==> src/rtl/alu_arbiter.sv <==
// Round-robin arbiter/sequencer sharing one 4-bit combinational ALU between two requesters.
// Issues one command at a time, waits LAT settle cycles, then returns a tagged response.
module alu_arbiter #(
  parameter int unsigned LAT = 1
) (
  input  logic       clk,
  input  logic       rst_n,
  input  logic       req0_valid,
  output logic       req0_ready,
  input  logic [3:0] req0_a,
  input  logic [3:0] req0_b,
  input  logic [2:0] req0_op,
  input  logic       req1_valid,
  output logic       req1_ready,
  input  logic [3:0] req1_a,
  input  logic [3:0] req1_b,
  input  logic [2:0] req1_op,
  output logic [3:0] alu_a,
  output logic [3:0] alu_b,
  output logic [2:0] alu_ctrl,
  input  logic [3:0] alu_res,
  input  logic       alu_car,
  input  logic       alu_of,
  output logic       rsp_valid,
  input  logic       rsp_ready,
  output logic       rsp_id,
  output logic [3:0] rsp_res,
  output logic       rsp_car,
  output logic       rsp_of,
  output logic       busy
);

  localparam int unsigned DW = 4;
  localparam int unsigned OW = 3;
  localparam int unsigned CW = 4;
  localparam logic [CW-1:0] CNT_LOAD = CW'(LAT - 1);

  typedef enum logic [1:0] {IDLE, EXEC, RESP} state_t;

  state_t        state, state_nx;
  logic [CW-1:0] cnt, cnt_nx;
  logic          last, last_nx;
  logic [DW-1:0] alu_a_nx, alu_b_nx, rsp_res_nx;
  logic [OW-1:0] alu_ctrl_nx;
  logic          rsp_valid_nx, rsp_id_nx, rsp_car_nx, rsp_of_nx;
  logic          any_c, win_c;

  // Winner: a lone requester wins; on contention the one not served last wins.
  always_comb begin
    any_c = req0_valid | req1_valid;
    win_c = 1'b0;
    if (req0_valid && req1_valid) win_c = ~last;
    else                          win_c = req1_valid;
  end

  assign req0_ready = (state == IDLE) && any_c && !win_c;
  assign req1_ready = (state == IDLE) && any_c &&  win_c;
  assign busy       = (state != IDLE);

  always_comb begin
    state_nx     = state;
    cnt_nx       = cnt;
    last_nx      = last;
    alu_a_nx     = alu_a;
    alu_b_nx     = alu_b;
    alu_ctrl_nx  = alu_ctrl;
    rsp_valid_nx = rsp_valid;
    rsp_id_nx    = rsp_id;
    rsp_res_nx   = rsp_res;
    rsp_car_nx   = rsp_car;
    rsp_of_nx    = rsp_of;
    case (state)
      IDLE: begin
        if (any_c) begin
          alu_a_nx    = win_c ? req1_a  : req0_a;
          alu_b_nx    = win_c ? req1_b  : req0_b;
          alu_ctrl_nx = win_c ? req1_op : req0_op;
          rsp_id_nx   = win_c;
          last_nx     = win_c;
          cnt_nx      = CNT_LOAD;
          state_nx    = EXEC;
        end
      end
      EXEC: begin
        if (cnt == '0) begin
          rsp_res_nx   = alu_res;
          rsp_car_nx   = alu_car;
          rsp_of_nx    = alu_of;
          rsp_valid_nx = 1'b1;
          state_nx     = RESP;
        end else begin
          cnt_nx = cnt - CW'(1);
        end
      end
      RESP: begin
        if (rsp_ready) begin
          rsp_valid_nx = 1'b0;
          state_nx     = IDLE;
        end
      end
      default: state_nx = IDLE;
    endcase
  end

  always_ff @(posedge clk) begin
    if (!rst_n) begin
      state     <= IDLE;
      cnt       <= '0;
      last      <= 1'b1;
      alu_a     <= '0;
      alu_b     <= '0;
      alu_ctrl  <= '0;
      rsp_valid <= 1'b0;
      rsp_id    <= 1'b0;
      rsp_res   <= '0;
      rsp_car   <= 1'b0;
      rsp_of    <= 1'b0;
    end else begin
      state     <= state_nx;
      cnt       <= cnt_nx;
      last      <= last_nx;
      alu_a     <= alu_a_nx;
      alu_b     <= alu_b_nx;
      alu_ctrl  <= alu_ctrl_nx;
      rsp_valid <= rsp_valid_nx;
      rsp_id    <= rsp_id_nx;
      rsp_res   <= rsp_res_nx;
      rsp_car   <= rsp_car_nx;
      rsp_of    <= rsp_of_nx;
    end
  end

endmodule
==> config.mk <==
export PLATFORM = sky130hd
export DESIGN_NAME = alu_arbiter
export DESIGN_NICKNAME = d
export VERILOG_FILES = /design/src/rtl/alu_arbiter.sv
export SDC_FILE = /design/constraint.sdc
export NUM_CORES = 1
export LEC_CHECK = 0
export CORE_AREA = 5 5 64 66
export CTS_CLUSTER_SIZE = 12
export DETAILED_ROUTE_END_ITERATION = 12
export DIE_AREA = 0 0 69 71
export PLACE_DENSITY_LB_ADDON = 0.1
export SKIP_CTS_REPAIR_TIMING = 1
export SYNTH_ARGS = -nofsm -noshare
export SYNTH_HDL_FRONTEND = slang
export SYNTH_SLANG_ARGS = --single-unit
==> constraint.sdc <==
create_clock -name clk -period 1.38 [get_ports clk]
set_input_delay 0.276 -clock clk [delete_from_list [all_inputs] [get_ports clk]]
set_output_delay 0.276 -clock clk [all_outputs]
set_load 0.005 [all_outputs]
==> results of run 1 <==
-- worst max-delay path, cell delays in order, from the launching register on --
cell and delay (ns):
dfxtp_4 0.38, buf_6 0.12, nor3b_4 0.21, nand2_2 0.09, inv_2 0.06, buf_6 0.08
-- cell families after synthesis --
group / count (synthesis) / synth area share (%)
and+or+nand+nor: 52 / 23.82
buffers and inverters: 26 / 9.613
DFF: 26 / 43.47
adders and majority gates: 2 / 2.090
AOI/OAI and AO/OA: 39 / 21.00
-- registers in the layout, indices dropped and copies added (netlist names) --
name / count
alu_a: 4
alu_b: 4
alu_ctrl: 3
cnt: 4
last: 1
rsp_car: 1
rsp_id: 1
rsp_of: 1
rsp_res: 4
rsp_valid: 1
state: 2
-- layer usage --
layer	part of all wire (%)	routed length [µm]	GRT usage (%)
met5	0	0	0
met4	0.77	29	4.989
met3	4.3	161	3.267
met2	53	2006	25.42
met1	42	1582	16.28
-- worst paths after layout --
path	startpoint	end	cells past startpoint	slack, ns
setup reg to reg	cnt[1]	cnt[2]	5	-0.06
hold / removal	rsp_id	rsp_id	2	0.45
setup / recovery	state[1]	req0_ready	5	-0.16
hold reg to reg	rsp_id	rsp_id	2	0.45
-- per-stage QoR --
step | instances | instance area (µm²) | setup TNS (ns) | setup WS (ns) | hold slack [ns]
detailed placement | 257 | 1912 | -5.887 | -0.6098 | 0.4400
floorplan | 145 | 1210 | 0 | 0.04014 | 0.4237
finish | 271 | 2242 | -0.5051 | -0.1593 | 0.4546
global route | 271 | 2242 | -1.286 | -0.2461 | 0.4834
CTS | 260 | 1934 | -6.054 | -0.6224 | 0.4665
global placement | 257 | 1912 | -5.075 | -0.5560 | 0.4366
-- synthesized netlist by cell type, drive strengths merged (2+ instances only) --
cell type / number / area share, %
a21oi: 10 / 4.2
a31oi: 3 / 1.6
buf: 4 / 1.9
clkbuf: 7 / 3.0
dfxtp: 26 / 43
ha: 2 / 2.1
inv: 15 / 4.7
nand2: 11 / 3.7
nand2b: 2 / 1.0
nand3: 12 / 5.0
nand4: 9 / 4.7
nor2: 4 / 1.3
nor3b: 4 / 2.5
o21ai: 12 / 5.3
o221ai: 9 / 6.6
or3: 2 / 1.0
or4: 2 / 1.3
-- layout by cell type, fill, tap and decap left out, types with 2 or more instances in the layout --
cell type         n
clkdlybuf4s50_1  32
buf_4            27
dfxtp_2          21
dlymetal6s2s_1   19
nand3_1          12
inv_1            11
nand2_1          10
nand4_1           9
o221ai_1          9
a21oi_1           7
o21ai_2           6
buf_6             5
nor2_1            4
inv_2             3
nor3b_4           3
o21ai_0           3
a31oi_1           3
a21oi_2           3
clkbuf_4          3
dfxtp_1           3
nand2b_1          2
o21ai_1           2
ha_4              2
dfxtp_4           2
buf_12            2
-- layout make-up --
| cell class | count | area, µm² |
|---|---|---|
| Inverter | 15 | 58.81 |
| Timing Repair Buffer | 86 | 862.1 |
| Fill cell | 342 | 1281 |
| Multi-Input combinational cell | 93 | 684.4 |
| Clock buffer | 3 | 22.52 |
| Tap cell | 48 | 60.06 |
| Sequential cell | 26 | 554.3 |
-- power groups by stage --
stage / logic, mW / registers (mW) / clock network [mW]
6_report: 0.651 / 0.878 / 0.324
5_1_grt: 0.709 / 0.887 / 0.359
4_1_cts: 0.565 / 0.863 / 0.331
3_5_place_dp: 0.561 / 0.879 / 0
3_3_place_gp: 0.556 / 0.877 / 0
2_1_floorplan: 0.214 / 0.880 / 0
==> results.py, run 1 <==
metrics = {
    "power_and_ir_drop": {
        "clkPwrFrac_pct": 17.5,
        "power.density_nw_per_um2": 826.4,
        "p_leak_nw": 1.148,
        "intPower_mw": 1.327,
        "power_mw": 1.853,
        "power_frac_comb_pct": 35.1,
        "p_sw_uw": 526.2,
        "vdd_drop_max_uv": 458.9,
        "swShare_pct": 28.40,
        "seq_power_share_pct": 47.4,
    },
    "outcome": {
        "violations": "negative setup slack",
        "status": "finished with violations",
    },
    "sta": {
        "period_minus_slack_ns": 1.539,
        "grt_setup_unrepaired": "true",
        "finalCritPeriodShare_pct": 111.5,
        "finClkSkew_ns": 0.009931,
        "setup_ws_ns": -0.1593,
        "tightest_slew_ns": 0.4500,
        "slew_viol_final": 0,
        "fmax_ghz": 0.6496,
        "relSlewSlack_pct": 69.97,
        "hold_viol_final": 0,
        "setup_viol": 5,
    },
    "cells_and_area": {
        "num_antenna_cells": 0,
        "post-route-util_pct": 63.64,
        "layout-drive-gt1-share_pct": 39.01,
        "final_net_count": 260,
        "area_growth_syn_to_layout_pct": 87.25,
    },
    "setup_path": {
        "cp-end-kind": "output pin",
        "arrival_ns": 1.26,
        "required_ns": 1.10,
        "start_kind": "flip-flop",
        "path_max_fanout": 3,
        "criticalPathCategory": "reg -> out",
    },
    "floorplanning": {
        "ioPinCount": 55,
        "die-area_um2": 4899,
        "dieWidth_um": 69,
        "die_h_um": 71,
        "row_count": 22,
        "initial_utilization_pct": 33.98,
        "core_um2": 3523,
    },
    "global_routing": {
        "antenna_found_initial": 0,
        "grt_use_total_pct": 14.10,
        "grt_pass1_wl_um": 5830,
        "grt_pass1_vias": 1407,
        "grt_max_degree": 19,
        "grt_overflow": 0,
    },
    "drt": {
        "wire_per_inst_um": 13.95,
        "vias": 1344,
        "drc": 0,
        "drt_pass1_iterations": 4,
        "via_per_inst": 4.959,
        "ant_nets": 0,
        "first_iter_violations": 52,
        "wirelength_um": 3780,
    },
    "clock_network": {
        "clk_latency_ns": 0.32,
        "cts_buffer_depth": 2,
        "cts_sinks": 26,
        "cts-root-buf": "clkbuf_4",
        "path_clk_slew_ns": 0.14,
        "cts_made_buffers": 3,
        "h-tree-depth": 1,
        "cts_tree": "yes",
    },
    "yosys": {
        "ys_seq_area_share_pct": 43.47,
        "avgSynthCellArea_um2": 8.258,
        "ys_seq_elements": 26,
        "synth_edf_count": 0,
        "ys.flop_type": "dfxtp_1",
        "synthArstFlopShare_pct": 0,
        "syn_area_um2": 1197,
        "synthesis.instances": 145,
        "ys_warn_count": 0,
        "syn-num-nets": 180,
        "synth_cell_types": 32,
    },
    "flow_run": {
        "drv_cap": 0,
    },
    "place": {
        "globalplace.congestion": 0.7741,
        "dp_hpwl_um": 2683,
        "io_buffers": 54,
    },
    "worst_hold_path": {
        "hold_class": "reg -> reg",
    },
}
No activity file was read; power rests on OpenSTA's default activity.
==> run 2: changes to the inputs <==
GPL_TIMING_DRIVEN = 0   (was unset)
==> run 2 against run 1 <==
Compared with the run above: the flow still finishes with violations (negative setup slack); clock power grew 63%; cell count shrank 0.37%; combinational power increased by 7.2%; sequential cell count stayed put; maximum frequency is 7.6% lower; worst setup slack got worse by 0.13 ns; first-iteration DRC count shrank 33%; highest routed layer unchanged.
==> results.py, run 2 (synthesized netlist as in run 1, its figures left out) <==
metrics = {
    "sta": {
        "setup_tns_ns": -0.7014,
        "grt_setup_unrepaired": "true",
        "setup_viol": 3,
        "period_minus_slack_ns": 1.666,
        "relSlewSlack_pct": 68.03,
        "hold_viol_final": 0,
        "slew_viol_final": 0,
        "finalCritPeriodShare_pct": 120.7,
        "tightest_slew_ns": 0.4796,
        "setup_ws_ns": -0.2859,
        "finClkSkew_ns": 0.002316,
        "whs_ns": 0.4632,
        "fmax_ghz": 0.6003,
    },
    "floorplanning": {
        "row_count": 22,
        "die_h_um": 71,
        "core_um2": 3523,
        "initial_utilization_pct": 33.98,
        "dieWidth_um": 69,
        "die-area_um2": 4899,
        "ioPinCount": 55,
    },
    "global_routing": {
        "antenna_found_initial": 0,
        "grt_use_total_pct": 14.12,
        "grt_overflow": 0,
        "grt_pass1_wl_um": 5823,
        "grt_max_degree": 16,
        "grt_pass1_vias": 1323,
    },
    "drt": {
        "drc": 0,
        "drt_pass1_iterations": 4,
        "wirelength_um": 4026,
        "vias": 1386,
        "via_per_inst": 5.133,
        "wire_per_inst_um": 14.91,
        "first_iter_violations": 35,
        "ant_nets": 0,
    },
    "place": {
        "io_buffers": 54,
        "dp_hpwl_um": 2644,
        "dpl_cell_area_um2": 1810,
        "dp_slack_ns": -1.102,
        "globalplace.congestion": 0.8800,
        "place_inst": 247,
    },
    "flow_run": {
        "drv_cap": 0,
    },
    "setup_path": {
        "timing.rr.end": "rsp_res[1]",
        "criticalPathCategory": "in -> out",
        "rr_startpoint": "cnt[1]",
        "required_ns": 1.10,
        "reg2reg_depth": 5,
        "cp-end-kind": "output pin",
        "start_kind": "input pin",
        "path_max_fanout": 4,
        "arrival_ns": 1.39,
        "rrSetupSlack_ns": 0,
    },
    "worst_hold_path": {
        "holdPathStages": 2,
        "hold_class": "reg -> reg",
        "worstHoldEndpoint": "rsp_car",
        "hp-start": "rsp_car",
    },
    "cells_and_area": {
        "layout-drive-gt1-share_pct": 41.44,
        "area_growth_syn_to_layout_pct": 91.74,
        "layout_commonest_cell": "clkdlybuf4s50_1",
        "mostFrequentLayoutCells": "32 x clkdlybuf4s50_1, 21 x dfxtp_2, 19 x dlymetal6s2s_1",
        "fillers": 337,
        "final_net_count": 258,
        "num_antenna_cells": 0,
        "finalNonFillerCells": 270,
        "design_area_um2": 2296,
    },
    "clock_network": {
        "cts_buffer_depth": 2,
        "cts_made_buffers": 3,
        "cts_tree": "yes",
        "clk_latency_ns": 0.33,
        "h-tree-depth": 1,
        "path_clk_slew_ns": 0.14,
        "cts-root-buf": "clkbuf_4",
        "cts_sinks": 26,
    },
    "power_and_ir_drop": {
        "p_leak_nw": 1.156,
        "vdd_drop_max_uv": 543.8,
        "power.density_nw_per_um2": 916.0,
    },
    "outcome": {
        "status": "finished with violations",
        "violations": "negative setup slack",
    },
}
## run 2: cell types whose count changed in the layout (fill, tap and decap cells not counted), sizes merged
cell	change
bufinv	+1
buf	-8
clkbuf	+6
## run 2: where the power goes
part           switching [mW]  total (mW)  internal [mW]
Sequential             0.0443       0.878          0.833
Combinational           0.295       0.698          0.403
Clock                   0.234       0.528          0.294
## run 2: metrics by stage
stage          utilization, %  power, mW
2_1_floorplan               -      1.094
3_3_place_gp            51.38      1.381
3_5_place_dp            51.38      1.393
4_1_cts                 52.88      1.909
5_1_grt                 65.16      2.208
6_report                65.16      2.103
## run 2: per-layer routing
metal  vias up  global-route usage (%)  wire length, µm
met5         -                       0                0
met4         0                   4.772               50
met3         5                   3.551              190
met2        33                   25.11             2084
met1       671                   16.52             1701
li1        677                       -                -
## run 2: how the worst max path moves through the flow
stage	endpoint	slack, ns	cells after the start	from
after floorplan	cnt[3]	0.04	5	cnt[0]
final	req0_ready	-0.29	5	req0_valid
after CTS	req0_ready	-1.11	5	req0_valid
after global routing	req1_ready	-0.35	4	state[0]
after detailed placement	req0_ready	-1.10	5	req0_valid
after global placement	req0_ready	-1.09	5	req0_valid
## run 2: cell type report
| cell class | count | area (µm²) | area share, % |
|---|---|---|---|
| clock buffer | 3 | 22.52 | 0.9809 |
| buffer | 9 | 65.06 | 2.834 |
| inverter | 15 | 56.30 | 2.452 |
| tap | 48 | 60.06 | 2.616 |
| timing repair buffer | 75 | 775.7 | 33.79 |
| clock inverter | 1 | 30.03 | 1.308 |
| sequential | 26 | 554.3 | 24.14 |
| multi-input combinational | 93 | 732.0 | 31.88 |
## run 2: critical path: stages
cell,delay (ns)
clkdlybuf4s50_1,0.54
nor3b_4,0.34
nand2_4,0.10
inv_2,0.06
buf_6,0.08
